## config.mk

```make
export PLATFORM = sky130hd
export DESIGN_NAME = packet_framer
export DESIGN_NICKNAME = d
export VERILOG_FILES = /design/src/rtl/packet_framer.sv
export SDC_FILE = /design/constraint.sdc
export NUM_CORES = 1
export LEC_CHECK = 0
export ABC_AREA = 1
export CELL_PAD_IN_SITES_DETAIL_PLACEMENT = 1
export CELL_PAD_IN_SITES_GLOBAL_PLACEMENT = 1
export CORE_MARGIN = 10
export CORE_UTILIZATION = 36
export DETAILED_ROUTE_END_ITERATION = 16
export PLACE_DENSITY = 0.77
export SYNTH_ARGS = -nofsm -noshare
export SYNTH_HDL_FRONTEND = slang
export SYNTH_SLANG_ARGS = --single-unit
```

## constraint.sdc

```tcl
create_clock -name clock -period 4.95 [get_ports clock]
set_clock_uncertainty 0.2 [all_clocks]
set_input_delay 1.2375 -clock clock [delete_from_list [all_inputs] [get_ports clock]]
set_output_delay 1.2375 -clock clock [all_outputs]
set_load 0.1 [all_outputs]
```

## src/rtl/packet_framer.sv

```systemverilog
// Packet framer: registers upstream beats toward a packet FIFO and rolls back any
// packet that carries an error, runs past MAXLEN, or closes shorter than MINLEN.
module packet_framer #(
    parameter int WIDTH  = 8,
    parameter int MAXLEN = 1024,
    parameter int MINLEN = 1,
    parameter int LBITS  = 12
) (
    input  logic             clock,
    input  logic             reset,
    input  logic             s_tvalid,
    output logic             s_tready,
    input  logic             s_tlast,
    input  logic             s_terror,
    input  logic [WIDTH-1:0] s_tdata,
    output logic             valid_o,
    input  logic             ready_i,
    output logic             last_o,
    output logic             drop_o,
    output logic [WIDTH-1:0] data_o,
    output logic [15:0]      count_ok_o,
    output logic [15:0]      count_drop_o,
    output logic [1:0]       state_o
);

    // Handshake: a beat moves upstream on s_tvalid && s_tready and downstream on
    // valid_o && ready_i; data_o/last_o never change while valid_o && !ready_i.
    typedef enum logic [1:0] {
        ST_IDLE    = 2'd0,
        ST_BODY    = 2'd1,
        ST_DROP    = 2'd2,
        ST_DISCARD = 2'd3
    } state_t;

    state_t             r_state;
    state_t             w_state_next;
    logic [LBITS-1:0]   r_count;
    logic [LBITS-1:0]   w_beat_cnt;
    logic               r_valid;
    logic               r_last;
    logic [WIDTH-1:0]   r_data;
    logic               r_drop_last;
    logic [15:0]        r_count_ok;
    logic [15:0]        r_count_drop;
    logic               w_accept;
    logic               w_open;
    logic               w_offend;
    logic               w_fwd;
    logic               w_push_out;
    logic               w_drop;
    logic               w_tready;

    assign w_accept   = s_tvalid && w_tready;
    assign w_open     = (r_state == ST_IDLE) || (r_state == ST_BODY);
    assign w_beat_cnt = r_count + 1'b1;
    assign w_offend   = s_terror
                     || (w_beat_cnt > LBITS'(MAXLEN))
                     || (s_tlast && (w_beat_cnt < LBITS'(MINLEN)));
    assign w_fwd      = w_open && w_accept && !w_offend;
    assign w_push_out = r_valid && ready_i;

    always_ff @(posedge clock) begin
        if (reset) begin
            r_state <= ST_IDLE;
        end else begin
            r_state <= w_state_next;
        end
    end

    always_comb begin
        w_state_next = r_state;
        case (r_state)
            ST_IDLE, ST_BODY: begin
                if (w_accept) begin
                    if (w_offend)     w_state_next = ST_DROP;
                    else if (s_tlast) w_state_next = ST_IDLE;
                    else              w_state_next = ST_BODY;
                end
            end
            // Rollback waits until earlier beats of the packet have left the output stage.
            ST_DROP: begin
                if (!r_valid) w_state_next = r_drop_last ? ST_IDLE : ST_DISCARD;
            end
            ST_DISCARD: begin
                if (w_accept && s_tlast) w_state_next = ST_IDLE;
            end
            default: w_state_next = ST_IDLE;
        endcase
    end

    always_comb begin
        w_tready = 1'b0;
        w_drop   = 1'b0;
        case (r_state)
            ST_IDLE, ST_BODY: w_tready = !r_valid || ready_i;
            ST_DISCARD:       w_tready = 1'b1;
            ST_DROP:          w_drop   = !r_valid && !reset;
            default:          w_tready = 1'b0;
        endcase
    end

    always_ff @(posedge clock) begin
        if (reset) begin
            r_valid      <= 1'b0;
            r_last       <= 1'b0;
            r_data       <= '0;
            r_count      <= '0;
            r_drop_last  <= 1'b0;
            r_count_ok   <= '0;
            r_count_drop <= '0;
        end else begin
            if (w_fwd) begin
                r_valid <= 1'b1;
                r_data  <= s_tdata;
                r_last  <= s_tlast;
            end else if (w_push_out) begin
                r_valid <= 1'b0;
            end
            if (w_open && w_accept && w_offend) r_drop_last <= s_tlast;
            if (w_state_next == ST_IDLE) begin
                r_count <= '0;
            end else if (w_open && w_accept) begin
                r_count <= w_beat_cnt;
            end
            if (w_push_out && r_last && (r_count_ok != 16'hFFFF)) r_count_ok <= r_count_ok + 16'd1;
            if (w_drop && (r_count_drop != 16'hFFFF)) r_count_drop <= r_count_drop + 16'd1;
        end
    end

    assign s_tready     = w_tready;
    assign valid_o      = r_valid;
    assign last_o       = r_last;
    assign data_o       = r_data;
    assign drop_o       = w_drop;
    assign count_ok_o   = r_count_ok;
    assign count_drop_o = r_count_drop;
    assign state_o      = r_state;

endmodule

```

==> results of run 1 <==
final timing paths:
check                                             from  depth (start not counted)                       endpoint
worst min register to register  data_o[2]$_SDFFE_PP0P_                          2         data_o[2]$_SDFFE_PP0P_
worst max-delay path                             reset                          3                         drop_o
worst min-delay path            data_o[2]$_SDFFE_PP0P_                          2         data_o[2]$_SDFFE_PP0P_
worst max register to register   state_o[1]$_SDFF_PP0_                         11  count_drop_o[13]$_SDFFE_PP0P_
stage by stage:
stage / setup slack (ns) / utilization (%) / hold slack [ns] / cell area, um2
after floorplan: 0.760 / - / 0.245 / 2950
after global placement: 1.21 / 46.4 / 0.234 / 3640
after detailed placement: 1.18 / 46.4 / 0.243 / 3640
after CTS: 1.17 / 49.0 / 0.255 / 3840
after global routing: 1.12 / 49.0 / 0.270 / 3840
final: 1.16 / 49.0 / 0.251 / 3840
flip-flops by register name (all words and copies together), names as in the netlist:
signal / flops
r_drop_last: 1
valid_o: 1
count_drop_o: 16
last_o: 1
state_o: 2
count_ok_o: 16
data_o: 8
r_count: 12
logic make-up after synthesis:
group	count (synthesis)	share of synthesized area [%]
AND/OR/NAND/NOR	207	33.3
flip-flops	57	38.6
multiplexers	1	0.339
XOR/XNOR	3	0.890
AO/OA/AOI/OAI	80	14.9
adder cells (fa/ha/maj)	3	1.27
buffers and inverters	78	10.7
worst min-delay path, stage by stage (launching register included):
cell and delay (ns):
sky130_fd_sc_hd__dfxtp_1 0.32, sky130_fd_sc_hd__inv_1 0.05, sky130_fd_sc_hd__a21oi_1 0.05
where the power goes:
part | switching, W | internal (W)
Clock | 0.000216 | 0.000236
Combinational | 0.000216 | 0.0000797
Sequential | 0.0000244 | 0.000483
Total | 0.000457 | 0.000799
cell usage in the layout (no fill, tap or decap), types with 2 or more instances in the layout:
cell type | Yosys | routed
sky130_fd_sc_hd__clkbuf_8 | 0 | 9
sky130_fd_sc_hd__nand3_2 | 2 | 2
sky130_fd_sc_hd__nor2_2 | 12 | 12
sky130_fd_sc_hd__ha_1 | 3 | 3
sky130_fd_sc_hd__nor4_1 | 4 | 4
sky130_fd_sc_hd__nand4_2 | 2 | 2
sky130_fd_sc_hd__buf_4 | 1 | 3
sky130_fd_sc_hd__nor2_1 | 44 | 44
sky130_fd_sc_hd__a21oi_1 | 31 | 31
sky130_fd_sc_hd__nand2_2 | 3 | 3
sky130_fd_sc_hd__nor2_4 | 2 | 2
sky130_fd_sc_hd__o21ai_0 | 37 | 37
sky130_fd_sc_hd__o21bai_1 | 4 | 4
sky130_fd_sc_hd__o21a_1 | 4 | 4
sky130_fd_sc_hd__clkinv_4 | 0 | 3
sky130_fd_sc_hd__nand3_1 | 21 | 21
sky130_fd_sc_hd__xnor2_1 | 2 | 2
sky130_fd_sc_hd__and3_1 | 2 | 2
sky130_fd_sc_hd__dfxtp_1 | 57 | 57
sky130_fd_sc_hd__nand4_1 | 13 | 13
sky130_fd_sc_hd__inv_1 | 69 | 69
sky130_fd_sc_hd__clkinvlp_4 | 0 | 2
sky130_fd_sc_hd__nand2_1 | 86 | 86
sky130_fd_sc_hd__clkdlybuf4s50_1 | 0 | 57
sky130_fd_sc_hd__nor3_1 | 10 | 10
sky130_fd_sc_hd__nor3b_1 | 3 | 3
cell type report:
cell class	count	share of cell area, %
multi-input combinational	294	39.0
timing repair buffer	61	16.0
clock inverter	7	2.08
clock buffer	9	3.22
sequential	57	29.7
tap	102	3.32
inverter	69	6.74
per-layer routing:
layer,vias to the layer above,share of wire (%),GRT usage (%)
li1,1519,-,-
met1,1421,44,17.4
met2,44,50,24.3
met3,12,4.8,4.00
met4,0,1.2,5.35
met5,-,0,0
==> reports/results.txt, run 1 <==
Summing internal, switching and leakage power gives 0.00126 W. The tools report the critical path data arrival time as 2.36 ns. The fraction of registers with async set/reset was 0%.

The run gives 2.34 ns as the register-to-register path setup slack. In the global route stage, overall resource usage came out at 14.6%. The initial antenna violation count came out at 0.

For this design, the slowest cell found on the critical path is sky130_fd_sc_hd__clkdlybuf4s50_1. Subtracting the final worst setup slack from the clock period gives 3.79 ns. After synthesis, the cell types taking the most area are sky130_fd_sc_hd__dfxtp_1 (39%), sky130_fd_sc_hd__nand2_1 (11%), sky130_fd_sc_hd__inv_1 (8.8%). The run gives 446 as the net count after synthesis.

In the final design database the tool counted 509 nets. Clock-pin slew was measured on the worst setup and hold paths at 0.08 ns. For this run, design rule violations remaining after detail routing come to 0. Post-synthesis average cell area: 6.89 um2. For the pin with the worst max-slew slack, the measured transition is 1.04 ns.

The cell type group with the largest total delay on the critical path was buffers and inverters. Among all cell types in the netlist, the one instantiated most often is sky130_fd_sc_hd__nand2_1. The commonest cells after synthesis are sky130_fd_sc_hd__nand2_1 (86), sky130_fd_sc_hd__inv_1 (69), sky130_fd_sc_hd__dfxtp_1 (57). The clock tree root buffer cell is sky130_fd_sc_hd__clkbuf_8. In this run the biggest area consumer among cell types represents 38.6% of the synthesized area.

Synthesis inferred 57 register bits. Setup repair after global routing left no endpoint under its margin. Setup violations remaining at the end of the flow were counted as 0. The width of the die works out to 111 um. Dividing the detail-routed wire length by the instance count gives 14.7 um.

After synthesis the cells add up to 2950 um2. Together, buffers and inverters on the worst path number 2. Startpoint-to-endpoint class of the critical path: in2out.

Signed area change from the synthesized netlist to the final layout: 30.1%. For the depth of the CTS H-tree, the log shows 3. The largest total area in the synthesized netlist belongs to sky130_fd_sc_hd__dfxtp_1.

The count of distinct cell types in the synthesized netlist was 34; the maximum fanout count along the critical path was 4. In the final layout, the multi-input gates occupy 1500 um2. The final max-slew violation count was 0; the post-route clock period utilization was 76.7%. The logs give 2996 for the number of vias after detailed routing and 0 for the total of warnings raised by yosys. For the global-route wire length before repair, the log shows 15300 um. Once the clock tree was built, the resizer swapped 0 gates to a different size.

Port buffering added 59 buffers. The initial utilization of the core area, before any placement, comes to 37.6%. The vias per cell is 5.00, and the power density over the cells is 327 nW/um2.

The total instance count after detailed placement came out at 583. 60 I/O pins were placed. Headroom to the max-slew limit came out at 30.5%. The residual overflow from global routing was 0. After filler insertion, the fill cell instance count of the layout stands at 1031.

The count of final hold-check violations came out at 0. In the final layout, flip-flops and latches occupy 1140 um2. TritonCTS built the clock tree.

The logs give 0 for the buffers inserted during post-CTS setup optimization and 429 for the post-synthesis instance total. The worst setup path is captured at an output port. The logs give 3089 for the via count of the first global-routing pass and 0 for the max-capacitance violation count. The fmax is 264 MHz. The flow ran to the end, and the final reports show no timing, DRC or antenna violations. The die covers 12200 um2. For the last weighted congestion value of the routability-driven placer, the log shows 0.769. The startpoint type of the worst setup path is a primary input. The run gives 7850 um2 as the area inside the core boundary. The clock latency on the worst-skew pair came out at 0.34 ns. The y dimension of the die works out to 111 um. The synthesized design contains 0 enable-type register cells.

For the CTS buffer count, the log shows 9. The most used flip-flop cell after synthesis was sky130_fd_sc_hd__dfxtp_1. The number of DRC markers in iteration 0 was 70.

Path category of the worst min-delay check: reg2reg. The run gives 4 as the number of optimization iterations in the first detailed-route pass. The sequential-to-total area share from yosys stat is 38.6%.

The final routed wirelength across all metal layers came out at 8810 um. For the worst setup path, the data required time is 3.51 ns. Walking the worst path, the cells encountered are clkdlybuf4s50_1, nor3_2, buf_12. The post-route netlist has 9.26% of its cells at a drive strength greater than 1.

Buffers inserted to repair hold after CTS numbered 0. IR analysis of the VDD net gives a maximum drop of 0.165 mV. The final antenna-violating net count was 0.

The maximum single-stage delay on the critical path came out at 0.45 ns. The non-filler instance count after layout came out at 599. For the number of clock sinks, the log shows 57.

In this run the static leakage power is 1.47 nW. After floorplanning, the core was divided into 32 placement rows. Summed over all nets, the half-perimeter wirelength after detailed placement is 6620 um.

The repair_antennas step left the layout with diodes totalling 0. The clock passes through at most 2 buffers. The logs give 0 ns for the final-layout setup total negative slack and 30 for the largest net degree at the start of global routing.
Note: power is estimated with default switching activity, not from simulation.
==> run 2, diff against run 1 <==
Settings changed: CORE_UTILIZATION 36 to 33, PLACE_DENSITY 0.77 to 0.74.
Clock period 4.95 ns to 3.3 ns, I/O delays scaled along.
==> run 2 against run 1 <==
Against the previous run:
- clock-buffer cell count increased by 3
- sequential share of layout area increased by 0.57 points
- register-to-register slack got worse by 1.6 ns
- critical path depth rose by 3
- hold slack got worse by 0.0040 ns
- critical path type unchanged
- critical endpoint is now s_tready
==> reports/results.txt, run 2 (same netlist as run 1, synthesis figures left out) <==
The starting density of the core came out at 33.9% (was 37.6%). Final routed wirelength across all metal layers: 8420 um (was 8810 um). The critical path's slowest cell is sky130_fd_sc_hd__clkdlybuf4s50_1 (unchanged). Most frequent cells in the layout: sky130_fd_sc_hd__nand2_1 (86), sky130_fd_sc_hd__inv_1 (69), sky130_fd_sc_hd__dfxtp_1 (56) (was sky130_fd_sc_hd__nand2_1 (86), sky130_fd_sc_hd__inv_1 (69), sky130_fd_sc_hd__dfxtp_1 (57), sky130_fd_sc_hd__clkdlybuf4s50_1 (57), sky130_fd_sc_hd__nor2_1 (44)). Number of optimization iterations in the first detailed-route pass: 4 (unchanged).

The number of DRC markers in iteration 0 is 91 (was 70). The number of design rule violations left after detail routing was 0 (unchanged); the y dimension of the die was 115 um (was 111 um). Cells traversed along the worst timing path: clkdlybuf4s50_1, inv_1, nand2_1, nand2_1, nand2_1, buf_12 (was clkdlybuf4s50_1, nor3_2, buf_12).

The vias per cell works out to 4.86 (was 5.00). The startpoint type of the worst setup path is a primary input (unchanged). The signed area change from the synthesized netlist to the final layout was 27.7% (was 30.1%); the final-layout setup total negative slack was 0 ns (unchanged). The data required time of the critical path came out at 2.27 ns (was 3.51 ns). The maximum single-stage delay on the critical path came out at 0.50 ns (was 0.45 ns).

TritonCTS built the clock tree. The count of buffers from port buffering works out to 59 (unchanged). The power density over the cells came out at 495 nW/um2 (was 327 nW/um2). The tools report the area inside the core boundary as 8720 um2 (was 7850 um2). The clock tree root buffer cell is sky130_fd_sc_hd__clkbuf_8 (unchanged). The run gives 0.808 (was 0.769) as the last weighted congestion value of the routability-driven placer.

Cell type group with the largest total delay on the critical path: buffers and inverters (unchanged). The run gives 43.3% (was 49.0%) as the core occupancy in the finished layout. The run gives 34 (was 32) as the row count. The final max-slew violation count is 0 (unchanged), and the largest vdd supply drop is 0.250 mV (was 0.165 mV). The transition time at the pin with the least slew margin works out to 0.444 ns (was 1.04 ns).

Number of inserted diodes: 0 (unchanged). The depth of the CTS H-tree is 3 (unchanged), and the largest net degree at the start of global routing is 26 (was 30). The most frequent standard cell in the layout excluding fill and tap cells was sky130_fd_sc_hd__nand2_1 (unchanged).

The number of vias after detailed routing was 2949 (was 2996); the total I/O pin count was 60 (unchanged). The quantity of hold-fixing buffers added after cts is 0 (unchanged), and the via count of the first global-routing pass is 3048 (was 3089). The residual overflow from global routing was 0 (unchanged); the CTS buffer count was 9 (unchanged). The dominant cell type by count on the critical path was sky130_fd_sc_hd__nand2_1.

The total of cells resized after clock tree synthesis came out at 0 (unchanged). The run gives 13100 um2 (was 12200 um2) as the area of the die. For the number of clock sinks, the log shows 57 (unchanged).

The final antenna-violating net count is 0 (unchanged). Buffers inserted during post-CTS setup optimization: 0 (unchanged). The logs give 0.33 ns (was 0.34 ns) for the clock latency on the worst-skew pair and 1.88 ns (was 2.36 ns) for the critical path data arrival time.

The shortest period the worst path allows works out to 2.90 ns. Post-route clock period utilization: 88.0%. The final-report setup violation count is 0 (unchanged), and the count of final hold-check violations is 0 (unchanged).

The initial antenna violation count came out at 0 (unchanged). Startpoint-to-endpoint class of the critical path: in2out (unchanged). The path category of the worst min-delay check was reg2reg (unchanged).

The width of the die came out at 115 um (was 111 um). The sort of element at the end of the critical path was an output port (unchanged). For this run, the top clock speed supported by timing is 344 MHz. The leakage power of the design came out at 1.58 nW (was 1.47 nW). For the number of buffers on the longest clock path, the log shows 2 (unchanged). The clock-pin slew of the registers on the worst-case setup and hold paths works out to 0.06 ns (was 0.08 ns).

The total routing resource utilization after global routing is 13.4% (was 14.6%). The share of post-route cells with drive strength above 1 works out to 18.4% (was 9.26%). Buffers plus inverters on the worst setup path: 3 (was 2).

The tools report the global-route wire length before repair as 14500 um (was 15300 um). Setup repair after global routing left no endpoint under its margin. The average wire per cell in the routed design was 13.9 um (was 14.7 um).

The estimated wirelength of the detail-placed design came out at 6560 um (was 6620 um). The run finished with clean final reports. The net total in the final layout is 512 (was 509).

The worst max-slew margin expressed relative to the limit was 70.4% (was 30.5%). The maximum fanout count along the critical path was 2 (was 4); the max-capacitance violation count was 0 (unchanged).
run 2: changes by cell type in the layout (fill, tap and decap cells not counted), sizes merged:
| cell | change |
|---|---|
| clkinvlp | -2 |
| clkdlybuf4s50 | -44 |
| buf | +47 |
| clkbuf | +3 |
| inv | -1 |
| clkinv | -1 |
run 2: report_power, final:
part / switching [W] / internal, W
logic: 0.000325 / 0.000121
clock network: 0.000278 / 0.000384
registers: 0.0000360 / 0.000726
run 2: cell type report:
class / instances / area (um2)
timing repair buffer: 64 / 538
tap: 108 / 135
sequential: 57 / 1140
fill: 1131 / 4950
clock inverter: 3 / 40.0
clock buffer: 12 / 155
multi-input combinational: 294 / 1500
inverter: 69 / 259
run 2: metrics by stage:
| stage | hold slack [ns] | instance area [um2] | instances | worst slack [ns] | power, W |
|---|---|---|---|---|---|
| 4_1_cts | 0.251 | 3770 | 607 | 0.390 | 0.00190 |
| 5_1_grt | 0.272 | 3770 | 607 | 0.322 | 0.00197 |
| 6_report | 0.247 | 3770 | 607 | 0.395 | 0.00187 |
| 3_5_place_dp | 0.241 | 3580 | 592 | 0.257 | 0.00123 |
| 2_1_floorplan | 0.245 | 2960 | 429 | 0.0324 | 0.00112 |
| 3_3_place_gp | 0.232 | 3580 | 592 | 0.357 | 0.00122 |
run 2: tightest hold or removal path, stage by stage, from the launching register on:
cell	delay [ns]
sky130_fd_sc_hd__dfxtp_1	0.31
sky130_fd_sc_hd__inv_1	0.05
sky130_fd_sc_hd__a21oi_1	0.05
run 2: metal layers:
metal / wire length (um) / vias to the layer above / global-route usage (%)
li1: - / 1516 / -
met1: 3730 / 1384 / 15.8
met2: 4250 / 37 / 22.8
met3: 287 / 12 / 2.94
met4: 153 / 0 / 5.68
met5: 0 / - / 0
run 2: worst paths after layout:
kind         slack, ns                endpoint                    start  cells after the start
max               0.40                s_tready                  ready_i                      6
min reg2reg       0.25  data_o[6]$_SDFFE_PP0P_   data_o[6]$_SDFFE_PP0P_                      2
max reg2reg       0.76  data_o[4]$_SDFFE_PP0P_  r_count[0]$_SDFFE_PP0P_                     12
min               0.25  data_o[6]$_SDFFE_PP0P_   data_o[6]$_SDFFE_PP0P_                      2
==> run 3, diff against run 2 <==
Settings changed: CAP_MARGIN set to 30.
==> results of run 3 <==
Same layout as run 2: the final DEF is identical, and so are final timing and power.
